$ cat config.mk
export PLATFORM = sky130hd
export DESIGN_NAME = hazard3_irq_event_gen
export DESIGN_NICKNAME = d
export VERILOG_FILES = /design/src/rtl/hazard3_irq_event_gen.sv
export SDC_FILE = /design/constraint.sdc
export NUM_CORES = 1
export LEC_CHECK = 0
export CAP_MARGIN = 10
export CORE_MARGIN = 4
export CORE_UTILIZATION = 42
export CTS_CLUSTER_SIZE = 10
export DETAILED_ROUTE_END_ITERATION = 8
export PLACE_DENSITY = 0.83
export SYNTH_ARGS = -nofsm -noshare
export SYNTH_HDL_FRONTEND = slang
export SYNTH_SLANG_ARGS = --single-unit
export TNS_END_PERCENT = 50
$ cat constraint.sdc
create_clock -name clk -period 1.3 [get_ports clk]
set_input_delay 0.26 -clock clk [delete_from_list [all_inputs] [get_ports clk]]
set_output_delay 0.26 -clock clk [all_outputs]
set_load 0.005 [all_outputs]
$ cat src/rtl/hazard3_irq_event_gen.sv
`default_nettype none
// ============================================================================
// Module   : hazard3_irq_event_gen
// Purpose  : Peripheral-side interrupt source. Captures up to 32 event inputs
//            into sticky W1C status bits, masks them with per-event enables
//            and drives one registered level IRQ. APB3 slave, zero wait.
//            Optional coalescing (macro HAZARD3_IRQGEN_COALESCE_EN) delays
//            IRQ assertion until an event-count threshold or a timeout.
// Ports    : clk, rst_n          clock, asynchronous active-low reset
//            apbs_*              APB3 slave (5-bit byte address)
//            event_in[N_EVENTS]  synchronous event inputs
//            irq                 level IRQ to the interrupt controller
// Revision : 1.0  initial release
// ============================================================================
module hazard3_irq_event_gen #(
  parameter int N_EVENTS = 16,
  parameter int W_COUNT  = 8
) (
  input  logic                clk,
  input  logic                rst_n,
  input  logic                apbs_psel,
  input  logic                apbs_penable,
  input  logic                apbs_pwrite,
  input  logic [4:0]          apbs_paddr,
  input  logic [31:0]         apbs_pwdata,
  output logic [31:0]         apbs_prdata,
  output logic                apbs_pready,
  output logic                apbs_pslverr,
  input  logic [N_EVENTS-1:0] event_in,
  output logic                irq
);

  localparam logic [2:0] c_addr_status   = 3'd0;
  localparam logic [2:0] c_addr_enable   = 3'd1;
  localparam logic [2:0] c_addr_trigger  = 3'd2;
  localparam logic [2:0] c_addr_force    = 3'd3;
  localparam logic [2:0] c_addr_coalesce = 3'd4;
  localparam logic [2:0] c_addr_raw      = 3'd5;

  logic [N_EVENTS-1:0] r_status;
  logic [N_EVENTS-1:0] r_enable;
  logic [N_EVENTS-1:0] r_trigger;
  logic [N_EVENTS-1:0] r_event_d;
  logic [N_EVENTS-1:0] w_hit;
  logic [N_EVENTS-1:0] w_w1c;
  logic [N_EVENTS-1:0] w_force;
  logic [N_EVENTS-1:0] w_status_nxt;
  logic [2:0]          w_reg_sel;
  logic                w_wr;
  logic                w_pend;
  logic                w_irq_nxt;
  logic [31:0]         w_coalesce_rd;
  logic                w_unused;

  assign w_reg_sel    = apbs_paddr[4:2];
  assign w_wr         = apbs_psel & apbs_penable & apbs_pwrite;
  assign apbs_pready  = 1'b1;
  assign apbs_pslverr = apbs_psel & apbs_penable & (w_reg_sel > c_addr_raw);
  assign w_unused     = &{1'b0, apbs_paddr[1:0], apbs_pwdata};

  // Edge detection runs regardless of ENABLE so enabling never fakes an edge.
  assign w_hit   = (r_trigger & event_in & ~r_event_d) | (~r_trigger & event_in);
  assign w_w1c   = (w_wr && w_reg_sel == c_addr_status) ? apbs_pwdata[N_EVENTS-1:0] : '0;
  assign w_force = (w_wr && w_reg_sel == c_addr_force)  ? apbs_pwdata[N_EVENTS-1:0] : '0;
  // Set sources win over a same-cycle W1C clear.
  assign w_status_nxt = w_hit | w_force | (r_status & ~w_w1c);
  assign w_pend       = |(r_status & r_enable);

  always_ff @(posedge clk or negedge rst_n) begin
    if (!rst_n) begin
      r_status  <= '0;
      r_enable  <= '0;
      r_trigger <= '0;
      r_event_d <= '0;
      irq       <= 1'b0;
    end else begin
      r_status  <= w_status_nxt;
      r_event_d <= event_in;
      irq       <= w_irq_nxt;
      if (w_wr && w_reg_sel == c_addr_enable)  r_enable  <= apbs_pwdata[N_EVENTS-1:0];
      if (w_wr && w_reg_sel == c_addr_trigger) r_trigger <= apbs_pwdata[N_EVENTS-1:0];
    end
  end

  always_comb begin
    apbs_prdata = 32'h0;
    case (w_reg_sel)
      c_addr_status:   apbs_prdata = 32'(r_status);
      c_addr_enable:   apbs_prdata = 32'(r_enable);
      c_addr_trigger:  apbs_prdata = 32'(r_trigger);
      c_addr_coalesce: apbs_prdata = w_coalesce_rd;
      c_addr_raw:      apbs_prdata = 32'(r_event_d);
      default:         apbs_prdata = 32'h0;
    endcase
  end

`ifdef HAZARD3_IRQGEN_COALESCE_EN
  localparam logic [1:0] c_st_idle  = 2'd0;
  localparam logic [1:0] c_st_count = 2'd1;
  localparam logic [1:0] c_st_fire  = 2'd2;

  logic [1:0]         r_state;
  logic [1:0]         w_state_nxt;
  logic [W_COUNT-1:0] r_threshold;
  logic [W_COUNT-1:0] r_timeout;
  logic [W_COUNT-1:0] r_cnt;
  logic [W_COUNT-1:0] r_tmr;
  logic [W_COUNT-1:0] w_cnt_nxt;
  logic [W_COUNT-1:0] w_tmr_nxt;
  logic               w_new;
  logic               w_fire_cond;

  // A newly pending enabled event: hit on a bit not already latched.
  assign w_new         = |(w_hit & r_enable & ~r_status);
  assign w_fire_cond   = (r_cnt >= r_threshold) ||
                         ((r_timeout != '0) && (r_tmr >= r_timeout));
  assign w_coalesce_rd = (32'(r_timeout) << 16) | 32'(r_threshold);

  // State and counter registers
  always_ff @(posedge clk or negedge rst_n) begin
    if (!rst_n) begin
      r_state     <= c_st_idle;
      r_cnt       <= '0;
      r_tmr       <= '0;
      r_threshold <= '0;
      r_timeout   <= '0;
    end else begin
      r_state <= w_state_nxt;
      r_cnt   <= w_cnt_nxt;
      r_tmr   <= w_tmr_nxt;
      if (w_wr && w_reg_sel == c_addr_coalesce) begin
        r_threshold <= apbs_pwdata[W_COUNT-1:0];
        r_timeout   <= apbs_pwdata[16 +: W_COUNT];
      end
    end
  end

  // Next-state logic
  always_comb begin
    w_state_nxt = r_state;
    case (r_state)
      c_st_idle:  if (w_pend) w_state_nxt = c_st_count;
      c_st_count: begin
        if (!w_pend)          w_state_nxt = c_st_idle;
        else if (w_fire_cond) w_state_nxt = c_st_fire;
      end
      c_st_fire:  if (!w_pend) w_state_nxt = c_st_idle;
      default:    w_state_nxt = c_st_idle;
    endcase
  end

  // Saturating counters: restart on IDLE->COUNT, advance while counting.
  always_comb begin
    w_cnt_nxt = r_cnt;
    w_tmr_nxt = r_tmr;
    if (r_state == c_st_idle) begin
      if (w_pend) begin
        w_cnt_nxt = W_COUNT'(1);
        w_tmr_nxt = '0;
      end
    end else if (r_state == c_st_count) begin
      if (w_new && (r_cnt != '1)) w_cnt_nxt = r_cnt + 1'b1;
      if (r_tmr != '1)            w_tmr_nxt = r_tmr + 1'b1;
    end
  end

  // Output logic: irq register follows the state being entered.
  always_comb begin
    w_irq_nxt = (w_state_nxt == c_st_fire);
  end
`else
  assign w_coalesce_rd = 32'h0;
  assign w_irq_nxt     = w_pend;
`endif

endmodule
`default_nettype wire
# Yosys cells after proc, flatten, opt, wreduce, memory -nomap -nowiden

Cells that the tools add are included.
Widths: inputs -> output; s select.

Reductions and logical operators: 6
Magnitude comparators: 1
Equality and inequality tests: 4
Bitwise operators: 14
Multiplexer cells: 3

Operators with widths:

| cell               | count |
|---|---|
| $and 16x16->16     | 5 |
| $pmux 16 s4        | 1 |
| $not 16->16        | 3 |
| $or 16x16->16      | 3 |
| $mux 16            | 2 |
| $reduce_or 16->1   | 1 |
| $eq 3x2->1 const B | 2 |
| $logic_and 1x1->1  | 4 |
| $and 1x1->1        | 3 |
| $eq 3x1->1 const B | 1 |
| $eq 3x3->1 const B | 1 |
| $gt 3x3->1 const B | 1 |
| $logic_not 3->1    | 1 |

Word-level logic and storage cells: 33
Input bits: 58
Register bits: 65

# Depth between registers and ports, before layout

Word-level depth: 7
Depth in mapped cells: 6

# Least setup slack after synthesis

Ideal clock, no wire load.

Path kind: input to register
Start: input port apbs_pwrite
End: register r_status[11]
Setup time: 0.126 ns
Path slack: -0.211 ns
Data required time: 1.174 ns
Arrival time: 1.385 ns
Cell stages on the path: 6
Path through: and3_1 buf_2 and4b_1 buf_2 buf_2 a221o_1

Longest elaborated chain between the ends: 6
Elaborated cells on any way between the ends: 9
Classes of those cells: mux: 2; bitwise: 5; reduce/logical: 2

Ends and longest elaborated chain:

| item                   | RTL line | text |
|---|---|---|
| start: declaration     | 23       | `input logic apbs_pwrite,` |
| $and 1x1->1 (*)        | 56       | `assign w_wr = apbs_psel & apbs_penable & apbs_pwrite;` |
| $logic_and 1x1->1      | 63       | `assign w_w1c = (w_wr && w_reg_sel == c_addr_status) ? apbs_pwdata[N_EVENTS-1:0] : '0;` |
| $mux 16                | 63       |  |
| $not 16->16            | 66       | `assign w_status_nxt = w_hit \| w_force \| (r_status & ~w_w1c);` |
| $and 16x16->16         | 66       |  |
| $or 16x16->16 (*)      | 66       |  |
| via w_status_nxt[11]   | 47       | `logic [N_EVENTS-1:0] w_status_nxt;` |
| end signal: assignment | 77       | `r_status <= w_status_nxt;` |
| end: declaration       | 40       | `logic [N_EVENTS-1:0] r_status;` |

The timed path passes the listed nets; every way through them passes the cells marked *.
A chain may end at the register's enable or synchronous reset.

# Worst setup path in the final report

Start: input port apbs_paddr[4]
End: output port apbs_prdata[14]

Longest elaborated chain between the ends: 2
Elaborated cells on any way between the ends: 5
Classes of those cells: eq/ne: 3; mux: 1; reduce/logical: 1

Ends and longest elaborated chain:

| item                                     | RTL line | text |
|---|---|---|
| start: declaration                       | 24       | `input logic [4:0] apbs_paddr,` |
| $eq 3x3->1, or another cell as far along | 87       | `case (w_reg_sel)` |
| $pmux 16 s4 (*)                          | 87       |  |
| end: declaration                         | 26       | `output logic [31:0] apbs_prdata,` |

Every way passes the cells marked *; elsewhere a longest branch is shown, timed or not.

==> reports/summary.txt <==
===============================================================================================
Via count of the routed design                                                             2918
Yosys warning count                                                                           0
Run status                                                                         finished, violations left
Number of ports placed on the die boundary                                                   93
Finished Core Util                                                                        70.3%
Buf/Inv on CP                                                                                 5
Cells traversed along the worst timing path                                        buf_6 -> buf_6 -> nor3_4 -> buf_6 -> clkbuf_16 -> a22oi_2 -> nand2_1 -> buf_2
Core box area                                                                      0.00691 mm^2
Skew-Pair Late Insertion Delay                                                          0.35 ns
Number of antenna violations at the first check in global routing                             0
CTS root buf                                                                       sky130_fd_sc_hd__clkbuf_8
Post-Synthesis Cell Area                                                           0.00304 mm^2
Number of enable flip-flop cells after synthesis                                              0
Unrepaired setup endpoints after global routing                                            true
Critical path class                                                                input port to primary output
Maximum fanout along the worst path                                                           7
Arrival time of data at the critical path endpoint                                      1.35 ns
IO buf count                                                                                 57
Largest net degree at the start of global routing                                            66
Layout-stage area growth over the synthesis result                                        60.0%
CP required                                                                             1.04 ns
Post-synth top area cell                                                           sky130_fd_sc_hd__dfrtp_1
Share of layout cells above drive strength 1                                              50.1%
Number of design rule violations left after detail routing                                    0
Final weighted congestion of routability-driven global placement                          0.807
Worst-path cell with the longest stage delay                                       sky130_fd_sc_hd__nor3_4
Total of flip-flops plus latches after synthesis                                             65
Number of sinks driven by the clock tree                                                     65
Via density                                                                                5.99
Site Rows                                                                                    30
Type of element capturing the critical path                                        primary output
Syn Inst Count                                                                              245
Number of failing hold endpoints at the final stage                                           0
Final Routed Wirelength                                                                 10.9 mm
Hold Slack                                                                             0.375 ns
Main flop type after synthesis                                                     sky130_fd_sc_hd__dfrtp_1
Clock input transition at the sequential cells of the worst setup and hold paths        0.08 ns
Synth unique cells                                                                           22
Achievable Freq                                                                         620 MHz
Overflow after GRT                                                                            0
Met2 capacity usage during global routing                                                 37.7%
GR met3 Demand/Resource                                                                   6.03%
Wirelength per Cell                                                                     22.4 um
Final Instance Count excl. Fillers                                                          487
TritonCTS clock tree                                                                       done
Hold WC Path Type                                                                  input port to flip-flop
Violations in the final reports                                                    setup timing
Vertical extent of the die                                                              93.0 um
Kind of cell adding the most delay to the critical path                            buffers and inverters
LEAKAGE                                                                                 2.15 nW
H-tree levels                                                                                 3
Highest cell delay on the worst timing path                                             0.27 ns
PD cells                                                                           1160 mW/mm^2
ANT nets after route                                                                          0
Maximum Capacitance Violations                                                                0
Biggest area contributors in the synthesized netlist                               sky130_fd_sc_hd__dfrtp_1, sky130_fd_sc_hd__mux2_1, sky130_fd_sc_hd__a22oi_1
Max-slew violation count                                                                      0
Total routing resource utilization after global routing                                   24.0%
Maximum resistive drop on vdd                                                        0.000621 V
Antenna diode instance count                                                                  0
Clock Tree Buf Depth                                                                          2
Minimum period implied by the final worst setup slack                                   1.61 ns
Final Cycle Share                                                                          124%
Number of iterations in the first detailed-routing pass                                       5
Final Skew                                                                           0.00936 ns
Via count of the first global-routing pass                                                 2912
Startpoint type of the worst setup path                                              input port
Starting density of the core                                                              44.0%
DP HPWL                                                                                 5.69 mm
Overall die area                                                                   0.00865 mm^2
First-pass GRT wire length                                                              15.8 mm
Met1 Resource Use GR                                                                      31.9%
Die X-Extent                                                                            93.0 um
Share of the yosys chip area belonging to registers                                       53.6%
Most instantiated library cell after synthesis                                     sky130_fd_sc_hd__dfrtp_1
Async set-or-reset flop fraction in the synthesized netlist                                100%
Syn Area/Cell                                                                         12.4 um^2
TritonCTS buffer count                                                                        9
Share of the synthesized area in the top cell type                                        53.6%
List of most frequent post-synthesis cells                                         sky130_fd_sc_hd__dfrtp_1, sky130_fd_sc_hd__a22oi_1, sky130_fd_sc_hd__mux2_1
# placed instances                                                                          445
Most used cell along the critical path                                             sky130_fd_sc_hd__buf_6
Iter 0 DRT Violations                                                                       261
Final nets                                                                                  444
Setup-violating endpoint count in the final report                                           55
Smallest setup slack after layout                                                     -0.314 ns
Busiest layer in global routing                                                            met2
===============================================================================================
[state kept, by name (all words and copies together), names as in the netlist]
signal / flops
irq: 1
r_enable: 16
r_event_d: 16
r_status: 16
r_trigger: 16
[path summary, 6_finish.rpt]
path	from	endpoint	slack [ns]	cells past startpoint
min reg2reg	r_trigger[1]	r_trigger[1]	0.57	1
max in group asynchronous	rst_n	r_event_d[12]	0.55	3
min in group asynchronous	rst_n	r_event_d[6]	0.46	3
max	apbs_paddr[4]	apbs_prdata[14]	-0.31	8
min	event_in[11]	r_event_d[11]	0.37	1
max reg2reg	r_status[12]	irq	-0.15	4
[per-stage QoR]
stage	instance area [um^2]	power (mW)	setup TNS, ns	setup WS, ns
after floorplan	3150	2.80	-3.43	-0.105
after global placement	4120	3.41	-48.89	-0.960
after detailed placement	4120	3.47	-51.24	-0.979
after CTS	4720	5.48	-9.18	-0.335
after global routing	4860	5.84	-11.26	-0.357
final	4860	5.64	-8.98	-0.314
[layout by cell type (no fill, tap or decap)]
cell type | netlist | final
sky130_fd_sc_hd__dfrtp_1 | 65 | 65
sky130_fd_sc_hd__buf_4 | 19 | 58
sky130_fd_sc_hd__mux2_4 | 0 | 32
sky130_fd_sc_hd__clkdlybuf4s50_1 | 0 | 32
sky130_fd_sc_hd__a22oi_2 | 0 | 28
sky130_fd_sc_hd__buf_6 | 2 | 23
sky130_fd_sc_hd__buf_2 | 4 | 19
sky130_fd_sc_hd__conb_1 | 2 | 17
sky130_fd_sc_hd__nand2_1 | 16 | 16
sky130_fd_sc_hd__a21boi_0 | 16 | 16
sky130_fd_sc_hd__a221o_1 | 16 | 16
sky130_fd_sc_hd__nand3_1 | 16 | 15
sky130_fd_sc_hd__clkbuf_8 | 0 | 12
sky130_fd_sc_hd__a22oi_1 | 32 | 4
sky130_fd_sc_hd__a22o_1 | 4 | 4
sky130_fd_sc_hd__buf_8 | 0 | 4
sky130_fd_sc_hd__dlygate4sd2_1 | 0 | 4
sky130_fd_sc_hd__buf_12 | 0 | 4
sky130_fd_sc_hd__nor3b_4 | 2 | 2
sky130_fd_sc_hd__a221oi_2 | 0 | 2
sky130_fd_sc_hd__a221oi_1 | 4 | 2
sky130_fd_sc_hd__and2_4 | 0 | 2
sky130_fd_sc_hd__clkinvlp_4 | 0 | 2
sky130_fd_sc_hd__clkbuf_16 | 0 | 2
sky130_fd_sc_hd__and3b_2 | 0 | 1
sky130_fd_sc_hd__nor3_4 | 0 | 1
sky130_fd_sc_hd__and3_4 | 0 | 1
sky130_fd_sc_hd__and4b_1 | 1 | 1
sky130_fd_sc_hd__nand3_2 | 0 | 1
sky130_fd_sc_hd__nand4_1 | 1 | 1
sky130_fd_sc_hd__and4_1 | 1 | 1
sky130_fd_sc_hd__bufinv_16 | 0 | 1
sky130_fd_sc_hd__clkinv_2 | 0 | 1
sky130_fd_sc_hd__dlygate4sd3_1 | 0 | 1
[timing repair]
item,4_1_cts,5_1_grt
hold buffers,1,0
endpoints found under the hold margin,65,0
setup endpoints to repair,67,56
buffers inserted,19,5
gates cloned,3,2
pin swaps,26,28
gates resized for setup,159,26
[cell families after synthesis]
logic type	Yosys count	share of synthesized area, %
AO/OA/AOI/OAI	72	19.4
flip-flops	65	53.6
AND/OR/NAND/NOR	42	7.91
multiplexers	32	11.9
buffers and inverters	32	6.96
other	2	0.247
[final cells by class]
cell class | count | area, um^2
well taps | 96 | 120
multi-input cells | 163 | 1550
repair buffers | 147 | 1350
clock buffers | 12 | 165
flip-flops and latches | 65 | 1630
clock inverters | 4 | 50.0
fillers | 429 | 2050
[metal layers]
layer	wire (um)	part of all wire [%]
met3	983	9.0
met4	377	3.5
met5	0	0
met1	4350	40
met2	5190	48
[power breakdown]
part / switching [mW] / internal, mW / total (mW)
sequential: 0.186 / 2.25 / 2.43
combinational: 0.528 / 0.828 / 1.36
clock: 0.814 / 1.04 / 1.85
No activity file was read; power rests on OpenSTA's default activity.
